**src/rtl/look_ahead_carry.sv**
```systemverilog
// Carry-lookahead generator: flat sum-of-products carries from per-bit P/G and Cin,
// plus a one-cycle registered copy with group propagate/generate for cascading.
module look_ahead_carry #(
    parameter int WIDTH = 4
) (
    input  logic             clk,
    input  logic             rst_n,
    input  logic [WIDTH-1:0] P,
    input  logic [WIDTH-1:0] G,
    input  logic             Cin,
    input  logic             in_valid,
    output logic [WIDTH-1:0] C,
    output logic [WIDTH-1:0] C_q,
    output logic             PG_q,
    output logic             GG_q,
    output logic             out_valid
);

    if (WIDTH < 1 || WIDTH > 32) begin : g_width_check
        $error("look_ahead_carry: WIDTH must be in 1..32");
    end

    // Product of P[lo..hi]; an empty range (lo > hi) is the identity 1.
    function automatic logic span_and(input logic [WIDTH-1:0] p, input int lo, input int hi);
        logic r;
        r = 1'b1;
        for (int k = 0; k < WIDTH; k++) begin
            if (k >= lo && k <= hi) begin
                r = r & p[k];
            end
        end
        return r;
    endfunction

    logic [WIDTH-1:0] carry;
    logic             group_p;
    logic             group_g;

    // Each carry is an independent OR of product terms, so no carry feeds another.
    always_comb begin
        carry = '0;
        for (int i = 0; i < WIDTH; i++) begin
            carry[i] = span_and(P, 0, i) & Cin;
            for (int j = 0; j <= i; j++) begin
                carry[i] = carry[i] | (G[j] & span_and(P, j + 1, i));
            end
        end
    end

    always_comb begin
        group_p = &P;
        group_g = 1'b0;
        for (int j = 0; j < WIDTH; j++) begin
            group_g = group_g | (G[j] & span_and(P, j + 1, WIDTH - 1));
        end
    end

    assign C = carry;

    // Result registers hold between captures; out_valid is a single-cycle strobe.
    always_ff @(posedge clk or negedge rst_n) begin
        if (!rst_n) begin
            C_q       <= '0;
            PG_q      <= 1'b0;
            GG_q      <= 1'b0;
            out_valid <= 1'b0;
        end else begin
            out_valid <= in_valid;
            if (in_valid) begin
                C_q  <= carry;
                PG_q <= group_p;
                GG_q <= group_g;
            end
        end
    end

endmodule

```
**config.mk**
```make
export PLATFORM = sky130hd
export DESIGN_NAME = look_ahead_carry
export DESIGN_NICKNAME = d
export VERILOG_FILES = /design/src/rtl/look_ahead_carry.sv
export SDC_FILE = /design/constraint.sdc
export NUM_CORES = 1
export LEC_CHECK = 0
export CAP_MARGIN = 0
export CORE_AREA = 2 2 39 41
export CTS_BUF_LIST = sky130_fd_sc_hd__clkbuf_2
export DETAILED_ROUTE_END_ITERATION = 10
export DIE_AREA = 0 0 41 43
export PLACE_DENSITY = 0.67
export RECOVER_POWER = 50
export SLEW_MARGIN = 15
export SYNTH_ARGS = -nofsm -noshare
export SYNTH_HDL_FRONTEND = slang
export SYNTH_SLANG_ARGS = --single-unit
```
**constraint.sdc**
```tcl
create_clock -name clk -period 1.2 [get_ports clk]
set_input_delay 0.3 -clock clk [delete_from_list [all_inputs] [get_ports clk]]
set_output_delay 0.3 -clock clk [all_outputs]
set_load 0.03 [all_outputs]
```
Yosys cells after proc, flatten, opt, wreduce, memory -nomap -nowiden. Cells that the tools add are included.

Flip-flop bits (word level): 7. Input bits: 12. Output and inout port bits: 11. Logic and storage cells: 34.

Bitwise logic cells: 29. Reduce and logical (&&, ||, !) cells: 1.

Operators with widths (number): 1-bit bitwise AND (16); 1-bit OR (13); 4-bit AND reduction (1).

Longest topological paths before layout. Gate-level depths: netlist (run 1).

Word-level depth: 8. Gate-level depth with buffers: 3. Gate-level depth less buffers: 3.

Worst setup path after synthesis (run 1). OpenSTA, ideal clock, no wires.

Path kind: in2reg. Start point: in Cin. End point: reg C_q[1]. Library setup time: 0.125 ns. Arrival: 1.187 ns. Data required time: 1.075 ns. Path slack: -0.112 ns. Stages: 3. Path buffers: 0. Cells stage by stage: a21o_1 a21o_1 mux2_2.

Longest elaborated chain between the ends: 3.

Ends and longest elaborated chain: start: declaration (line 10) `input logic Cin,`; 1-bit bitwise AND (line 43) `carry[i] = span_and(P, 0, i) & Cin;`; 1-bit OR (2 in a row) (line 45) `carry[i] = carry[i] | (G[j] & span_and(P, j + 1, i));`; net C[1] (line 12) `output logic [WIDTH-1:0] C,`; end signal: assignment (line 70) `C_q <= carry;`; end: declaration (line 13) `output logic [WIDTH-1:0] C_q,`.

The timed path passes the listed nets, and every way through them passes these cells. A chain may end at the register's enable or synchronous reset.

Final worst setup path (run 1).
Start point: in P[0]. End point: out C[2].

Longest elaborated chain between the ends: 6.

Ends and longest elaborated chain: start: declaration (line 8) `input logic [WIDTH-1:0] P,`; 1-bit bitwise AND (2 in a row) (line 29) `r = r & p[k];`; 1-bit bitwise AND (line 43); 1-bit OR (3 in a row) (line 45); end: declaration (line 12).

No other way between the ends.

==> results.sh, run 1 <==
export IMPL_hold_buffers=0
export IMPL_clkPwrFrac=0.275
export IMPL_grt_pass1_wl_mm=1.40
export IMPL_drtAntennaViolNets=0
export IMPL_hp_start="P[1]"
export IMPL_cts_sink_count=7
export IMPL_start_util=0.240
export IMPL_reg2reg_setup_slack_ns=0.44
export IMPL_crit_chain="buf_6 -> and4_4 -> or3_4 -> buf_6"
export IMPL_core_rowCount=14
export IMPL_area_delta_synth_final_pct=93.2
export IMPL_crit_path_max_fanout=2
export IMPL_p_int_uw=464
export IMPL_die_y_um=43
export IMPL_core_area_sq_mm=0.00138
export IMPL_synth_nets=40
export IMPL_crit_arrival_ns=1.12
export IMPL_final_common_cell="buf_6"
export IMPL_tns_ns=-0.515
export IMPL_setup_viol=4
export IMPL_die_w_um=41
export IMPL_syn_inst=28
export IMPL_cpMaxStageDelayCell="or3_4"
export IMPL_viasPerCell=4.57
export IMPL_grt_use_total=0.128
export IMPL_crit_top_cell="buf_6"
export IMPL_syn_avg_cell_area_sq_um=11.8
export IMPL_h_tree_depth=1
export IMPL_drive_gt1_frac=0.621
export IMPL_power_frac_seq=0.384
export IMPL_criticalPathCategory="in -> out"
export IMPL_p_sw_uw=234
export IMPL_combinationalPowerShare=0.341
export IMPL_fin_crit_ns=1.42
export IMPL_p_leak_nw=0.304
export IMPL_status="complete, but fails checks"
export IMPL_hold_violations=0
export IMPL_crit_path_end_kind="output port"
export IMPL_ios=23
export IMPL_worst_ir_drop_vdd_v=0.000507
export IMPL_via_count=338
export IMPL_grt_antenna_before_repair=0
export IMPL_die_area_sq_mm=0.00176
export IMPL_yosysSeqAreaShare=0.528
export IMPL_cts_buffers=3
export IMPL_fin_nets=71
export IMPL_drt_iter0_drc=5
export IMPL_swShare=0.335
export IMPL_tightest_slew_ns=0.355
export IMPL_clkTransAtPathRegs_ns=0.09
export IMPL_dp_hpwl_um=662
export IMPL_slew_viol_final=0
export IMPL_yosysWarnings=0
export IMPL_drc=0
export IMPL_most_common_layout_cells="11 x buf_6, 9 x buf_4, 7 x dfrtp_1"
export IMPL_crit_path_max_incr_delay_ns=0.39
export IMPL_failed_checks="negative setup slack"
export IMPL_drtPass1Iterations=4
export IMPL_skew_ns=0
export IMPL_grt_pass1_vias=337
export IMPL_grt_overflow_total=0
export IMPL_r2r_start="C_q[0]"
export IMPL_worst_hold_path_type="in -> reg"
export IMPL_synth_distinct_cells=18
export IMPL_grt_max_degree=8
export IMPL_required_ns=0.90
export IMPL_clock_latency_ns=0.25
export IMPL_cts_root_buf="clkbuf_2"
export IMPL_routed_wl_um=917
export IMPL_rsz0062_at_grt="true"
export IMPL_syn_cell_area_sq_um=332
export IMPL_ys_seq_elements=7
export IMPL_diodes=0
export IMPL_cp_startpoint="P[0]"
export IMPL_wire_per_inst_um=12.4
export IMPL_maxCapViolations=0
export IMPL_port_buffer_count=22
export IMPL_place_congestion=0.776
export IMPL_powerDensity_mw_per_mm2=1090
export IMPL_hold_ws_ns=0.338
export IMPL_fin_crit_sh=1.19
export IMPL_tritoncts="built"
export IMPL_cp_start_kind="primary input"
export IMPL_max_freq_mhz=702
export IMPL_cts_buffer_depth=2
export IMPL_slew_headroom=0.762
export IMPL_fin_ws_ns=-0.224
==> Yosys cell counts <==
| master | n | area share |
|---|---|---|
| dfrtp_1 | 7 | 0.53 |
| a21o_1 | 2 | 0.045 |
| a21oi_1 | 2 | 0.030 |
| mux2_2 | 2 | 0.068 |
| nor2_1 | 2 | 0.023 |
| a21o_2 | 1 | 0.026 |
| and3_1 | 1 | 0.019 |
| and4_4 | 1 | 0.034 |
| clkbuf_1 | 1 | 0.011 |
| inv_1 | 1 | 0.011 |
| mux2_4 | 1 | 0.045 |
| mux2i_1 | 1 | 0.030 |
| nand2b_1 | 1 | 0.019 |
| nand4_1 | 1 | 0.019 |
| nor2b_1 | 1 | 0.019 |
| o21ai_0 | 1 | 0.015 |
| o31ai_1 | 1 | 0.023 |
| or3_4 | 1 | 0.034 |
==> worst paths after layout <==
kind,to,cells after the start
max in group asynchronous,C_q[1],1
worst min register to register,C_q[2],1
worst max register to register,C_q[0],1
worst max-delay path,C[2],4
worst min-delay path,PG_q,3
min in group asynchronous,C_q[0],1
==> routing by layer <==
layer,vias up,share of wire,track usage
li1,162,-,-
met1,156,0.41,0.145
met2,20,0.49,0.181
met3,0,0.097,0.0785
met4,0,0,0.0600
met5,-,0,0
==> power by group through the flow <==
stage,Combinational [mW],Sequential (mW),Clock (mW)
floorplan,0.0658,0.314,0
global placement,0.220,0.272,0
finish,0.238,0.268,0.192
detailed placement,0.222,0.272,0
CTS,0.236,0.268,0.202
global route,0.252,0.271,0.211
==> final cells by class <==
class | count | area [sq um]
Fill cell | 134 | 743
Timing Repair Buffer | 27 | 246
Sequential cell | 7 | 175
Multi-Input combinational cell | 19 | 175
Clock buffer | 4 | 20.0
Tap cell | 16 | 20.0
Inverter | 1 | 3.75
==> worst max-delay path, delay by kind of cell <==
kind / cells / cell delay, ns
AND/OR/NAND/NOR: 2 / 0.58
buffers and inverters: 2 / 0.25
==> cells by family (layout without fill, tap and decap cells) <==
logic type / count (synthesis) / after routing / synth area share
DFF: 7 / 7 / 0.528
AOI/OAI and AO/OA: 7 / 7 / 0.140
and+or+nand+nor: 8 / 8 / 0.166
muxes: 4 / 4 / 0.143
buffers and inverters: 2 / 32 / 0.0226
==> state kept, by name, summed over array words and instances (netlist names) <==
signal     count
PG_q           1
out_valid      1
C_q            4
GG_q           1
==> metrics by stage <==
step	cells	power [mW]	utilization	area, sq um	setup slack [ns]
floorplan	28	0.380	-	333	-0.101
global placement	69	0.492	0.417	577	-1.06
detailed placement	69	0.494	0.417	577	-1.11
CTS	73	0.707	0.458	633	-0.232
global route	74	0.734	0.463	641	-0.238
finish	74	0.697	0.463	641	-0.224
==> repair_timing <==
| item | CTS | global route |
|---|---|---|
| gates resized for setup | 56 | 2 |
| buffers inserted | 0 | 1 |
| pin swaps | 6 | 3 |
| setup endpoints to repair | 8 | 4 |
(Power assumes the default switching activity.)
==> run 2: changes to the inputs <==
- PLACE_DENSITY: 0.67 -> default
==> run 2 against run 1 <==
Effect of this change:
- the flow still finishes with violations (negative setup slack)
- register-to-register slack about the same
- power decreased by 3.3%
- fmax increased by 0.42%
- clock-buffer cell count unchanged
- design area decreased by 2.3%
- largest cell class unchanged
- largest power group unchanged
- critical endpoint unchanged
==> results.sh, run 2 (synthesis results as in run 1) <==
export IMPL_die_y_um=43
export IMPL_grt_use_total=0.112
export IMPL_place_congestion=0.775
export IMPL_area_delta_synth_final_pct=88.7
export IMPL_viasPerCell=4.44
export IMPL_skew_ns=0
export IMPL_largest_reg_flops=4
export IMPL_crit_chain="buf_6 -> and4_4 -> or3_4 -> buf_6"
export IMPL_die_area_sq_mm=0.00176
export IMPL_dp_hpwl_um=601
export IMPL_routed_wl_um=782
export IMPL_drive_gt1_frac=0.607
export IMPL_fin_nets=69
export IMPL_maxCapViolations=0
export IMPL_fillers=140
export IMPL_start_util=0.240
export IMPL_clock_latency_ns=0.23
export IMPL_hold_violations=0
export IMPL_grt_pass1_vias=324
export IMPL_power_uw=674
export IMPL_tritoncts="built"
export IMPL_criticalPathCategory="in -> out"
export IMPL_powerDensity_mw_per_mm2=1080
export IMPL_cts_sink_count=7
export IMPL_via_count=320
export IMPL_status="complete, but fails checks"
export IMPL_wire_per_inst_um=10.9
export IMPL_drc=0
export IMPL_crit_top_cell="buf_6"
export IMPL_worst_ir_drop_vdd_v=0.000618
export IMPL_stdcell_area_sq_um=626
export IMPL_slew_viol_final=0
export IMPL_die_w_um=41
export IMPL_failed_checks="negative setup slack"
export IMPL_grt_overflow_total=0
export IMPL_clkTransAtPathRegs_ns=0.08
export IMPL_drt_iter0_drc=1
export IMPL_slew_headroom=0.770
export IMPL_diodes=0
export IMPL_fin_crit_ns=1.42
export IMPL_most_common_layout_cells="11 x buf_6, 7 x dfrtp_1, 7 x buf_4"
export IMPL_max_freq_mhz=705
export IMPL_cts_root_buf="clkbuf_2"
export IMPL_cts_buffer_depth=2
export IMPL_multi_input_area_sq_um=175
export IMPL_drtPass1Iterations=2
export IMPL_top_register="C_q"
export IMPL_crit_path_end_kind="output port"
export IMPL_placed_area_sq_um=569
export IMPL_core_rowCount=14
export IMPL_grt_max_degree=9
export IMPL_fin_crit_sh=1.18
export IMPL_port_buffer_count=22
export IMPL_ios=23
export IMPL_cpMaxStageDelayCell="or3_4"
export IMPL_worst_hold_path_type="in -> reg"
export IMPL_core_area_sq_mm=0.00138
export IMPL_grt_pass1_wl_mm=1.29
export IMPL_hold_buffers=0
export IMPL_seq_area_sq_um=175
export IMPL_utilization=0.452
export IMPL_cp_start_kind="primary input"
export IMPL_crit_path_max_fanout=4
export IMPL_cts_setup_buffers=0
export IMPL_tightest_slew_ns=0.344
export IMPL_rsz0062_at_grt="true"
export IMPL_crit_path_max_incr_delay_ns=0.39
export IMPL_crit_arrival_ns=1.12
export IMPL_h_tree_depth=1
export IMPL_setup_viol=4
export IMPL_final_common_cell="buf_6"
export IMPL_fin_ws_ns=-0.218
export IMPL_cts_buffers=3
export IMPL_p_leak_nw=0.294
export IMPL_drtAntennaViolNets=0
export IMPL_required_ns=0.90
export IMPL_grt_antenna_before_repair=0
-- run 2: changes by cell type in the layout (fill, tap and decap cells not counted) --
| cell | delta |
|---|---|
| buf_4 | -2 |
-- run 2: stage by stage --
stage	hold slack (ns)	worst slack, ns	std cells	TNS [ns]
after floorplan	0.00441	-0.101	28	-0.291
after global placement	0.494	-1.07	68	-4.91
after detailed placement	0.498	-1.11	68	-5.05
after CTS	0.321	-0.230	72	-0.506
after global routing	0.347	-0.237	72	-0.584
final	0.347	-0.218	72	-0.478
-- run 2: cell type report --
type,count,area share
repair buffers,25,0.370
flip-flops and latches,7,0.280
multi-input cells,19,0.280
clock buffers,4,0.0320
well taps,16,0.0320
inverters,1,0.00600
-- run 2: final timing paths --
kind,from,end,slack (ns),cells after the start
setup / recovery,P[2],C[2],-0.22,4
setup reg to reg,C_q[2],C_q[2],0.44,1
hold / removal,P[1],PG_q,0.35,3
hold reg to reg,C_q[1],C_q[1],0.51,1
min in group asynchronous,rst_n,GG_q,0.39,1
max in group asynchronous,rst_n,C_q[0],0.57,1
-- run 2: metal layers --
metal | track usage | share of wire | vias up | wire length (um)
li1 | - | - | 157 | -
met2 | 0.166 | 0.46 | 19 | 363
met1 | 0.126 | 0.41 | 144 | 321
met4 | 0.0200 | 0 | 0 | 0
met5 | 0 | 0 | - | 0
met3 | 0.0890 | 0.12 | 0 | 96
-- run 2: what timing repair did --
action / CTS / global route
resized for setup: 56 / 2
pin swaps: 6 / 3
cloned: 0 / 0
endpoints found under the setup margin: 8 / 4
-- run 2: worst max-delay path, delay by kind of cell --
kind                   cells  cell delay, ns
buffers and inverters      2            0.25
and+or+nand+nor            2            0.57
-- run 2: where the power goes --
part	leakage, nW	switching (mW)	internal (mW)
sequential	0.0790	0.0104	0.257
combinational	0.199	0.116	0.114
clock	0.0166	0.0886	0.0886
total	0.294	0.215	0.459
